`src/rtl/rv32i_types.sv`:
```
// Shared rv32i type and constant definitions used by the fetch-stage blocks.
package rv32i_types;

   typedef logic [31:0] rv32i_word;

   // First fetch address after reset.
   localparam rv32i_word PC_RESET_VECTOR = 32'h6000_0000;

   // Number of low PC bits that must be zero for a word-aligned fetch.
   localparam int PC_ALIGN_BITS = 2;

endpackage

```
`src/rtl/pc_state_reg_if.sv`:
```
// Next-PC load bus between the PC mux / fetch control (master) and the PC register (slave).
interface pc_state_reg_if #(
   parameter int WIDTH = 32
);

   logic             load;
   logic [WIDTH-1:0] in;
   logic [WIDTH-1:0] out;
   logic             misaligned;

   modport master (
      output load,
      output in,
      input  out,
      input  misaligned
   );

   modport slave (
      input  load,
      input  in,
      output out,
      output misaligned
   );

endinterface

```
`src/rtl/dff_en_ar.sv`:
```
// Enabled register with asynchronous active-high reset to a parameterised value.
module dff_en_ar #(
   parameter int               WIDTH       = 32,
   parameter logic [WIDTH-1:0] RESET_VALUE = '0
) (
   input  logic             clk,
   input  logic             rst,
   input  logic             en,
   input  logic [WIDTH-1:0] d,
   output logic [WIDTH-1:0] q
);

   logic [WIDTH-1:0] data_d;
   logic [WIDTH-1:0] data_q;

   always_comb begin
      data_d = data_q;
      if (en) begin
         data_d = d;
      end
   end

   always_ff @(posedge clk or posedge rst) begin
      if (rst) begin
         data_q <= RESET_VALUE;
      end else begin
         data_q <= data_d;
      end
   end

   assign q = data_q;

endmodule

```
`src/rtl/pc_state_reg.sv`:
```
// Fetch-stage program-counter register: captures the PC-mux result when load is high.
// Optional word-alignment check and forced alignment under `PC_ALIGN_CHECK_EN.
module pc_state_reg
   import rv32i_types::*;
#(
   parameter int               WIDTH        = 32,
   parameter logic [WIDTH-1:0] RESET_VECTOR = WIDTH'(PC_RESET_VECTOR)
) (
   input  logic          clk,
   input  logic          rst,
   pc_state_reg_if.slave pc
);

   logic [WIDTH-1:0] out_d;
   logic [WIDTH-1:0] out_q;

   always_comb begin
      out_d = pc.in;
`ifdef PC_ALIGN_CHECK_EN
      // Store only the word address; the dropped bits are reported via misaligned.
      out_d[PC_ALIGN_BITS-1:0] = '0;
`endif
   end

   dff_en_ar #(
      .WIDTH       (WIDTH),
      .RESET_VALUE (RESET_VECTOR)
   ) u_out_reg (
      .clk (clk),
      .rst (rst),
      .en  (pc.load),
      .d   (out_d),
      .q   (out_q)
   );

   assign pc.out = out_q;

`ifdef PC_ALIGN_CHECK_EN
   logic misaligned_d;
   logic misaligned_q;

   always_comb begin
      misaligned_d = |pc.in[PC_ALIGN_BITS-1:0];
   end

   dff_en_ar #(
      .WIDTH       (1),
      .RESET_VALUE (1'b0)
   ) u_misaligned_reg (
      .clk (clk),
      .rst (rst),
      .en  (pc.load),
      .d   (misaligned_d),
      .q   (misaligned_q)
   );

   assign pc.misaligned = misaligned_q;
`else
   assign pc.misaligned = 1'b0;
`endif

endmodule

```
`src/flat_wrapper.sv`:
```
// flat-port wrapper written by rule: the top's interface ports become plain ports
module pc_state_reg_flat import rv32i_types::*;
#(
   parameter int               WIDTH        = 32,
   parameter logic [WIDTH-1:0] RESET_VECTOR = WIDTH'(PC_RESET_VECTOR)
)
  (clk, rst, pc_load, pc_in, pc_out, pc_misaligned);
  pc_state_reg_if #(.WIDTH(WIDTH)) pc_i ();
  input  logic clk;
  input  logic rst;
  input wire logic [$bits(pc_i.load)-1:0] pc_load;
  input wire logic [$bits(pc_i.in)-1:0] pc_in;
  output wire logic [$bits(pc_i.out)-1:0] pc_out;
  output wire logic [$bits(pc_i.misaligned)-1:0] pc_misaligned;
  assign pc_i.load = pc_load;
  assign pc_i.in = pc_in;
  assign pc_out = pc_i.out;
  assign pc_misaligned = pc_i.misaligned;
  pc_state_reg #(.WIDTH(WIDTH), .RESET_VECTOR(RESET_VECTOR)) u_core (.clk(clk), .rst(rst), .pc(pc_i));
endmodule
```
`config.mk`:
```
export PLATFORM = sky130hd
export DESIGN_NAME = pc_state_reg_flat
export DESIGN_NICKNAME = d
export VERILOG_FILES = /design/src/rtl/rv32i_types.sv /design/src/rtl/pc_state_reg_if.sv /design/src/rtl/dff_en_ar.sv /design/src/rtl/pc_state_reg.sv /design/src/flat_wrapper.sv
export SDC_FILE = /design/constraint.sdc
export NUM_CORES = 1
export LEC_CHECK = 0
export CAP_MARGIN = 20
export CORE_ASPECT_RATIO = 0.8
export CORE_MARGIN = 8
export CORE_UTILIZATION = 39
export CTS_CLUSTER_DIAMETER = 30
export DETAILED_ROUTE_END_ITERATION = 7
export GPL_ROUTABILITY_DRIVEN = 0
export PLACE_DENSITY = 0.78
export SYNTH_ARGS = -nofsm -noshare
export SYNTH_HDL_FRONTEND = slang
export SYNTH_SLANG_ARGS = --single-unit
export TNS_END_PERCENT = 30
```
`constraint.sdc`:
```
create_clock -name clk -period 0.95 [get_ports clk]
set_input_delay 0.19 -clock clk [delete_from_list [all_inputs] [get_ports clk]]
set_output_delay 0.19 -clock clk [all_outputs]
set_load 0.03 [all_outputs]
```
Word level (Yosys, flattened, before mapping) --
Index checks and enable logic that the tools add are counted.
Cells by class: multipliers 0, bitwise gates (word level) 0, magnitude comparators 0, reductions and logical operators 0, muxes and demuxes 0, $add $sub $neg 0, shifts and indexed selects 0, divide/modulo/power cells 0, equal/unequal tests 0
Storage, ports and cells: bits in latches 0, RAM bits 0, logic and storage cells 1, input port bits 35, memories 0, register bits 32, ROM bits 0

Logic depth before layout (Yosys ltp) --
Gate-level depths: netlist (run 1).
word-level depth 0, mapped depth 3, depth with buffers taken out 1

Hierarchy --
A second synthesis (run 1) with hierarchy kept.
Second synthesis, totals: cell total of the unflattened synthesis 71, area, all modules 1362.6 um2
Modules (own cells, without submodules):
- dff_en_ar | cells each 69, seq. area each 803.3 um2, instances 1, area an instance 1351.3 um2
- pc_state_reg | cells each 2, seq. area each 0.0 um2, instances 1, area an instance 11.3 um2

Worst setup path before layout (run 1) --
Ideal clock, no wire load.
path kind register to register, start register u_core.u_out_reg.q[0] (netlist name), end register u_core.u_out_reg.data_q[0], in the netlist u_core.u_out_reg.q[0], stages on the path, launching flop included 2, setup slack 0.061 ns, clock period less this slack 0.889 ns, data arrival time 0.764 ns, cell sequence dfrtp_1 -> mux2_4
RTL lines:
- end signal, assigned | RTL line dff_en_ar.sv:27 | data_q <= data_d;
- end, declared | RTL line dff_en_ar.sv:14 | logic [WIDTH-1:0] data_q;

Final worst setup path (run 1) --
start register u_core.u_out_reg.data_q[30], in the netlist u_core.u_out_reg.q[30], end output port pc_out[30]
RTL lines:
- end, declared | RTL line flat_wrapper.sv:13 | output wire logic [$bits(pc_i.out)-1:0] pc_out;
No word-level cell between the ends.

==> metrics.cfg, run 1 <==
[drt]
ant_nets=0
wl_um=3337
drt_iter0_drc=16
wl_per_cell_um=17.38
viasPerCell=4.406
via_count=846
drt_pass1_iterations=5
drc_errors=0

[clock_network]
cts.path.max_buffers=2
insertion_delay_ns=0.28
hold_buffers=0
cts.clk_slew.worst_paths_ns=0.06
h-tree-depth=2
cts_tree=done
cts_buffers=5
clock_sinks=32
clockRootBuffer=clkbuf_8

[power_and_ir_drop]
pwr-share-clk_pct=34.2
p_comb_share_pct=26.8
p_int_mw=3.058
swShare_pct=26.06
power.density_nw_per_um2=1821
p_leak_nw=1.088
peakVddDrop_uv=1049
switchingPower_mw=1.078
seqPwrFrac_pct=39.0

[cells_and_area]
fill_cells=253
syn_to_final_growth_pct=66.67
fin_util_pct=66.80
largest_reg_flops=32
final_nets=184
drive_above_1_share_pct=56.67
antenna_cells=0

[critical_path]
critPathLaunchType=flip-flop
path_cells=buf_6
crit_path_max_fanout=2
path_class=flip-flop to output pin
cp.arrival_ns=0.94
slowest_stage=dfstp_2
required_ns=0.76
crit_buf_inv=1
worstSetupEndpointType=output pin
cpPeakStageDelay_ns=0.54
path_delay_family=flip-flops

[synth]
synth_cells=71
synth_compound_area_share_pct=0
synth_area_um2=1363
yosys.area.top_type=dfrtp_1
synthTopCellsByArea=dfrtp_1, mux2_4, buf_12
avgSynthCellArea_um2=19.19
yosysTopAreaCellShare_pct=55.10
yosys_register_bits=32
synth_top_family_by_area=multiplexers
synthAdderAreaFrac_pct=0
synth.distinct_cells=9
synth_fp_nets=106
yosysSeqAreaShare_pct=58.95
synthMuxAreaShare_pct=34.71
synthSimpleGateAreaFrac_pct=0
synth_xor_area_share_pct=0
yosysWarnings=0

[global_route]
antenna_found_initial=0
track_usage_pct=12.53
first_global_vias=1001
grt.overflow.total=0
grt_pass1_wl_um=5216
grt_max_degree=24

[sta]
fmax_mhz=882.9
hold_violations=0
fin_ws_ns=-0.1827
rsz0062_at_grt=true
post-route-period-util_pct=119.2
finalSetupViolCount=32
setup_tns_ns=-2.041
finalMaxSlewViolations=0
period_minus_slack_ns=1.133
fin_skew_ns=0

[floorplan]
die_w_um=82.09
dieArea_um2=5653
pin_count=68
placementRows=19
fp.dieH_um=68.87
core_region_area_um2=3400
start_util_pct=40.08

[worst_hold_path]
hold_path.class=input pin to asynchronous set/reset pin

[outcome]
violations=setup timing
outcome=finished, violations left

[place]
dp_hpwl_um=2487
portBuffers=66

[job]
maxCapViolations=0

[cell type report]
| type | count | area (um2) | area share, % |
|---|---|---|---|
| clock buffer | 7 | 96.34 | 4.242 |
| inverter | 1 | 3.754 | 0.1653 |
| multi-input combinational | 33 | 476.7 | 20.99 |
| tap | 42 | 52.55 | 2.314 |
| timing repair buffer | 76 | 808.3 | 35.59 |
| sequential | 32 | 803.3 | 35.37 |
| clock inverter | 1 | 30.03 | 1.322 |
[routing by layer]
layer	global-route usage (%)	routed length, um	vias up
met1	14.30	1386	409
met4	4.585	37	0
met2	20.16	1564	40
li1	-	-	392
met3	6.088	348	5
met5	0	0	-
[through the flow]
stage          setup WS (ns)  total power [mW]  instance area, um2  hold slack [ns]  instances
2_1_floorplan        0.06131             2.186                1363           0.3047         71
3_3_place_gp        -0.04373             2.593                1979           0.4967        178
3_5_place_dp        -0.05285             2.608                1979           0.4955        178
4_1_cts              -0.1953             4.162                2248           0.3180        189
5_1_grt              -0.2193             4.298                2271           0.3169        192
6_report             -0.1827             4.136                2271           0.3199        192
[cell usage in the layout, fill, tap and decap left out]
| master | Yosys | final |
|---|---|---|
| dfstp_2 | 2 | 2 |
| mux2_4 | 30 | 30 |
| dfrtp_1 | 30 | 30 |
| buf_4 | 1 | 7 |
| buf_12 | 3 | 3 |
| clkdlybuf4s50_1 | 0 | 33 |
| mux2_2 | 2 | 2 |
| conb_1 | 1 | 1 |
| inv_1 | 1 | 1 |
| buf_6 | 1 | 32 |
| clkbuf_8 | 0 | 7 |
| bufinv_16 | 0 | 1 |
| buf_2 | 0 | 1 |
[synth_stat cells (all sizes together)]
cell type / n
mux2: 32
dfstp: 2
inv: 1
dfrtp: 30
conb: 1
buf: 5
[worst reg2reg max path, cell delays in order, from the launching register on]
cell	delay, ns
dfrtp_1	0.40
buf_4	0.14
mux2_4	0.26
[final timing paths]
path                                        start                     end  slack (ns)  cells after the start
max in group asynchronous                     rst  u_core.u_out_reg.q[29]        0.44                      3
min reg2reg                u_core.u_out_reg.q[10]  u_core.u_out_reg.q[10]        0.54                      1
max                        u_core.u_out_reg.q[30]              pc_out[30]       -0.18                      1
min                                           rst  u_core.u_out_reg.q[25]        0.32                      3
min in group clk                          pc_load  u_core.u_out_reg.q[19]        0.44                      3
max reg2reg                u_core.u_out_reg.q[23]  u_core.u_out_reg.q[23]        0.04                      2
[kinds of logic after synthesis]
| logic type | Yosys count |
|---|---|
| buffers and inverters | 6 |
| DFF | 32 |
| muxes | 32 |
| other | 1 |
[what timing repair did]
item                                    4_1_cts  5_1_grt
endpoints found under the setup margin       32       32
buffers inserted                              3        3
resized for setup                            32        0
endpoints found under the hold margin         0        0
[power groups by stage]
| stage | combinational (mW) | clock, mW | sequential (mW) |
|---|---|---|---|
| finish | 1.11 | 1.41 | 1.62 |
| global route | 1.16 | 1.51 | 1.63 |
| CTS | 1.10 | 1.44 | 1.62 |
| detailed placement | 0.998 | 0 | 1.61 |
| global placement | 0.985 | 0 | 1.61 |
| floorplan | 0.308 | 0 | 1.88 |
(Power assumes the default switching activity.)
==> run 2: changes to the inputs <==
--- a/config.mk
+++ b/config.mk
@@ -12,7 +12,7 @@
 export CTS_CLUSTER_DIAMETER = 30
 export DETAILED_ROUTE_END_ITERATION = 7
 export GPL_ROUTABILITY_DRIVEN = 0
-export PLACE_DENSITY = 0.78
+export PLACE_DENSITY = 0.86
 export SYNTH_ARGS = -nofsm -noshare
 export SYNTH_HDL_FRONTEND = slang
 export SYNTH_SLANG_ARGS = --single-unit
==> run 2 against run 1 <==
Net effect:
- the flow still finishes with violations (setup timing)
- setup slack better by 0.0022 ns
- first-iteration DRC count up 25%
- total power decreased by 12%
- combinational power hardly changed
- fmax grew 0.20%
- sequential share of layout area grew 1.1 points
- die area unchanged
==> metrics.cfg, run 2 (same netlist as run 1, synthesis figures left out) <==
[critical_path]
crit_buf_inv=1
required_ns=0.76
crit_path_max_fanout=2
worstSetupEndpointType=output pin
path_cells=buf_6
slowest_stage=dfstp_2
path_class=flip-flop to output pin
critPathLaunchType=flip-flop
cpPeakStageDelay_ns=0.54
cp.arrival_ns=0.94
path_delay_family=flip-flops

[drt]
viasPerCell=4.473
top_layer=met4
route.met3.wl_um=274
drc_errors=0
met1_length_um=1181
met2WireLength_um=1684
via_count=841
wl_per_cell_um=17.16
ant_nets=0
drt_pass1_iterations=4
drt_iter0_drc=20
wl_um=3226

[power_and_ir_drop]
peakVddDrop_uv=1059
p_leak_nw=1.050
power.density_nw_per_um2=1657

[clock_network]
insertion_delay_ns=0.27
cts_tree=done
hold_buffers=0
h-tree-depth=2
cts.path.max_buffers=2
clockRootBuffer=clkbuf_8
cts_buffers=5
cts.clk_slew.worst_paths_ns=0.06
clock_sinks=32

[sta]
finalSetupViolCount=32
hold_violations=0
fmax_mhz=884.6
rsz0062_at_grt=true
fin_ws_ns=-0.1805
finalMaxSlewViolations=0
post-route-period-util_pct=119.0
whs_ns=0.2332
period_minus_slack_ns=1.130
fin_skew_ns=0

[job]
maxCapViolations=0

[cells_and_area]
final_cell_mix=clkdlybuf4s50_1, buf_6, mux2_4, dfrtp_1, clkbuf_8
layout_commonest_cell=clkdlybuf4s50_1
design_area_um2=2200
fill_cells=258
antenna_cells=0
syn_to_final_growth_pct=61.43
largest_reg_flops=32
drive_above_1_share_pct=54.79
final_nets=181

[place]
dp_hpwl_um=2456
dpl-instance-area_um2=1979
portBuffers=66

[floorplan]
pin_count=68
core_region_area_um2=3400
start_util_pct=40.08
fp.dieH_um=68.87
placementRows=19
die_w_um=82.09
dieArea_um2=5653

[global_route]
first_global_vias=996
antenna_found_initial=0
track_usage_pct=12.48
grt_max_degree=30
grt.overflow.total=0
grt_pass1_wl_um=5202

[worst_hold_path]
hold_path.class=input pin to asynchronous set/reset pin

[outcome]
outcome=finished, violations left
violations=setup timing

run 2: final timing paths:
path / startpoint / to / slack [ns] / depth (start not counted)
worst max-delay path: u_core.u_out_reg.q[30] / pc_out[30] / -0.18 / 1
max in group asynchronous: rst / u_core.u_out_reg.q[30] / 0.45 / 3
worst min-delay path: rst / u_core.u_out_reg.q[17] / 0.23 / 3
worst max register to register: u_core.u_out_reg.q[2] / u_core.u_out_reg.q[2] / 0.04 / 2
worst min register to register: u_core.u_out_reg.q[24] / u_core.u_out_reg.q[24] / 0.54 / 1
min in group clk: pc_load / u_core.u_out_reg.q[7] / 0.40 / 3
run 2: power by group:
| group | internal (mW) | switching (mW) |
|---|---|---|
| clock | 0.497 | 0.446 |
| sequential | 1.51 | 0.109 |
| combinational | 0.611 | 0.474 |
| total | 2.62 | 1.03 |
run 2: metrics by stage:
| step | power [mW] | std cells | setup slack (ns) | setup TNS [ns] | utilization [%] |
|---|---|---|---|---|---|
| 2_1_floorplan | 2.186 | 71 | 0.06131 | 0 | - |
| 3_3_place_gp | 2.584 | 178 | -0.03836 | -0.4305 | 58.23 |
| 3_5_place_dp | 2.608 | 178 | -0.06284 | -0.8190 | 58.23 |
| 4_1_cts | 3.697 | 188 | -0.1940 | -2.361 | 64.70 |
| 5_1_grt | 3.817 | 188 | -0.2182 | -3.018 | 64.70 |
| 6_report | 3.644 | 188 | -0.1805 | -1.974 | 64.70 |
run 2: per-layer routing:
metal / global-route usage (%) / vias to the layer above
met2: 21.34 / 34
li1: - / 390
met5: 0 / -
met3: 5.052 / 7
met1: 12.73 / 410
met4: 7.642 / 0
run 2: cell type report:
cell class	instances	area [um2]	area share, %
clock buffer	6	72.57	3.299
clock inverter	1	5.005	0.2275
inverter	1	3.754	0.1706
multi-input combinational	33	476.7	21.67
sequential	32	803.3	36.52
tap	42	52.55	2.389
timing repair buffer	73	785.8	35.72
run 2: timing repair:
item / 4_1_cts / 5_1_grt
endpoints found under the setup margin: 32 / 32
buffers inserted: 3 / 0
resized for setup: 32 / 0
==> run 3: changes to the inputs <==
==> constraint.sdc (replaced) <==
create_clock -name clk -period 0.95 [get_ports clk]
set_input_delay 0.285 -clock clk [delete_from_list [all_inputs] [get_ports clk]]
set_output_delay 0.285 -clock clk [all_outputs]
set_load 0.03 [all_outputs]
==> run 3 against run 2 <==
Net effect:
- largest cell class is now non-clock buffers
- fmax is 7.2% lower
- the flow still finishes with violations (setup timing)
- wire length is 0.74% higher
- sequential power hardly changed
- worst hold slack better by 0.15 ns
==> metrics.cfg, run 3 (same netlist as run 1, synthesis figures left out) <==
[drt]
via_count=869
viasPerCell=4.503
drt_iter0_drc=25
wl_per_cell_um=16.84
drt_pass1_iterations=2
wl_um=3250
ant_nets=0
drc_errors=0

[power_and_ir_drop]
pwr-share-clk_pct=27.8
peakVddDrop_uv=883.1
p_int_mw=2.709
seqPwrFrac_pct=42.8
swShare_pct=28.13
power.density_nw_per_um2=1676
p_comb_share_pct=29.3
p_leak_nw=1.074
switchingPower_mw=1.060

[floorplan]
pin_count=68
fp.dieH_um=68.87
core_region_area_um2=3400
die_w_um=82.09
dieArea_um2=5653
placementRows=19
start_util_pct=40.08

[clock_network]
cts_tree=done
clock_sinks=32
cts.clk_slew.worst_paths_ns=0.06
cts.path.max_buffers=2
hold_buffers=0
insertion_delay_ns=0.27
cts_buffers=5
clockRootBuffer=clkbuf_8
h-tree-depth=2

[global_route]
grt_most_used_layer=met2
grt_max_degree=17
use_met3_pct=5.829
grtUsageMet1_pct=12.96
grt_pass1_wl_um=5071
track_usage_pct=12.53
antenna_found_initial=0
grt.overflow.total=0
first_global_vias=1034
grt_use_met2_pct=21.73

[critical_path]
critPathLaunchType=flip-flop
crit_path_max_fanout=2
cpPeakStageDelay_ns=0.54
required_ns=0.66
cp.arrival_ns=0.93
crit_path_start=u_core.u_out_reg.q[30]
path_cells=buf_6
crit_buf_inv=1
worstSetupEndpointType=output pin
r2r-start=u_core.u_out_reg.q[12]
slowest_stage=dfstp_2
path_class=flip-flop to output pin
path_delay_family=flip-flops

[cells_and_area]
syn_to_final_growth_pct=65.01
largest_reg_flops=32
layout_commonest_cell=clkdlybuf4s50_1
drive_above_1_share_pct=57.62
final_cell_mix=clkdlybuf4s50_1, buf_6, mux2_4, dfrtp_1, buf_4
fill_cells=244
antenna_cells=0
seq_area_um2=803.3
final_nets=185
multi_input_area_um2=476.7
fin_util_pct=66.14
design_area_um2=2248

[sta]
fmax_mhz=820.7
finalMaxSlewViolations=0
fin_skew_ns=0
rsz0062_at_grt=true
hold_violations=0
finalSetupViolCount=32
period_minus_slack_ns=1.218
post-route-period-util_pct=128.3
fin_ws_ns=-0.2684

[worst_hold_path]
hold_path.class=input pin to asynchronous set/reset pin

[place]
dp_hpwl_um=2536
dpl-instance-area_um2=2006
portBuffers=66

[outcome]
outcome=finished, violations left
violations=setup timing

[job]
maxCapViolations=0

## run 3: cell types whose count changed in the layout (fill, tap and decap cells not counted), sizes merged
| cell | delta |
|---|---|
| buf | +4 |
| clkinv | +1 |
| clkinvlp | +1 |
| inv | -1 |
## run 3: worst paths after layout
path	end	slack [ns]	cells after the start
min	u_core.u_out_reg.q[7]	0.38	3
max	pc_out[30]	-0.27	1
min reg2reg	u_core.u_out_reg.q[27]	0.53	1
max in group asynchronous	u_core.u_out_reg.q[30]	0.36	3
min in group clk	u_core.u_out_reg.q[3]	0.49	3
max reg2reg	u_core.u_out_reg.q[12]	0.04	2
## run 3: layer usage
layer	vias up	part of all wire, %
met4	0	1.2
met3	2	8.3
met2	33	54
met5	-	0
li1	395	-
met1	439	37
## run 3: area by class of cell
class / count / area share [%]
sequential: 32 / 35.73
multi-input combinational: 33 / 21.20
tap: 42 / 2.337
inverter: 1 / 0.3339
timing repair buffer: 77 / 36.28
clock buffer: 6 / 3.673
clock inverter: 2 / 0.4452
## run 3: repair_timing
| action | CTS | global route |
|---|---|---|
| endpoints found under the setup margin | 32 | 32 |
| gates resized for setup | 32 | 0 |
| buffers inserted | 3 | 1 |
## run 3: through the flow
| step | TNS [ns] | hold WS (ns) | total power, mW | setup slack, ns | std cells |
|---|---|---|---|---|---|
| floorplan | -0.06137 | 0.2126 | 2.187 | -0.002192 | 71 |
| global placement | -3.361 | 0.4934 | 2.595 | -0.1242 | 181 |
| detailed placement | -3.748 | 0.4966 | 2.620 | -0.1436 | 181 |
| CTS | -5.259 | 0.3755 | 3.809 | -0.2767 | 192 |
| global route | -6.186 | 0.3982 | 3.964 | -0.3076 | 193 |
| finish | -4.999 | 0.3793 | 3.769 | -0.2684 | 193 |
## run 3: power by group through the flow
stage | clock network (mW) | registers, mW | logic [mW]
after CTS | 1.08 | 1.62 | 1.11
after global placement | 0 | 1.60 | 0.991
after floorplan | 0 | 1.88 | 0.308
after global routing | 1.18 | 1.63 | 1.15
after detailed placement | 0 | 1.61 | 1.01
final | 1.05 | 1.62 | 1.11
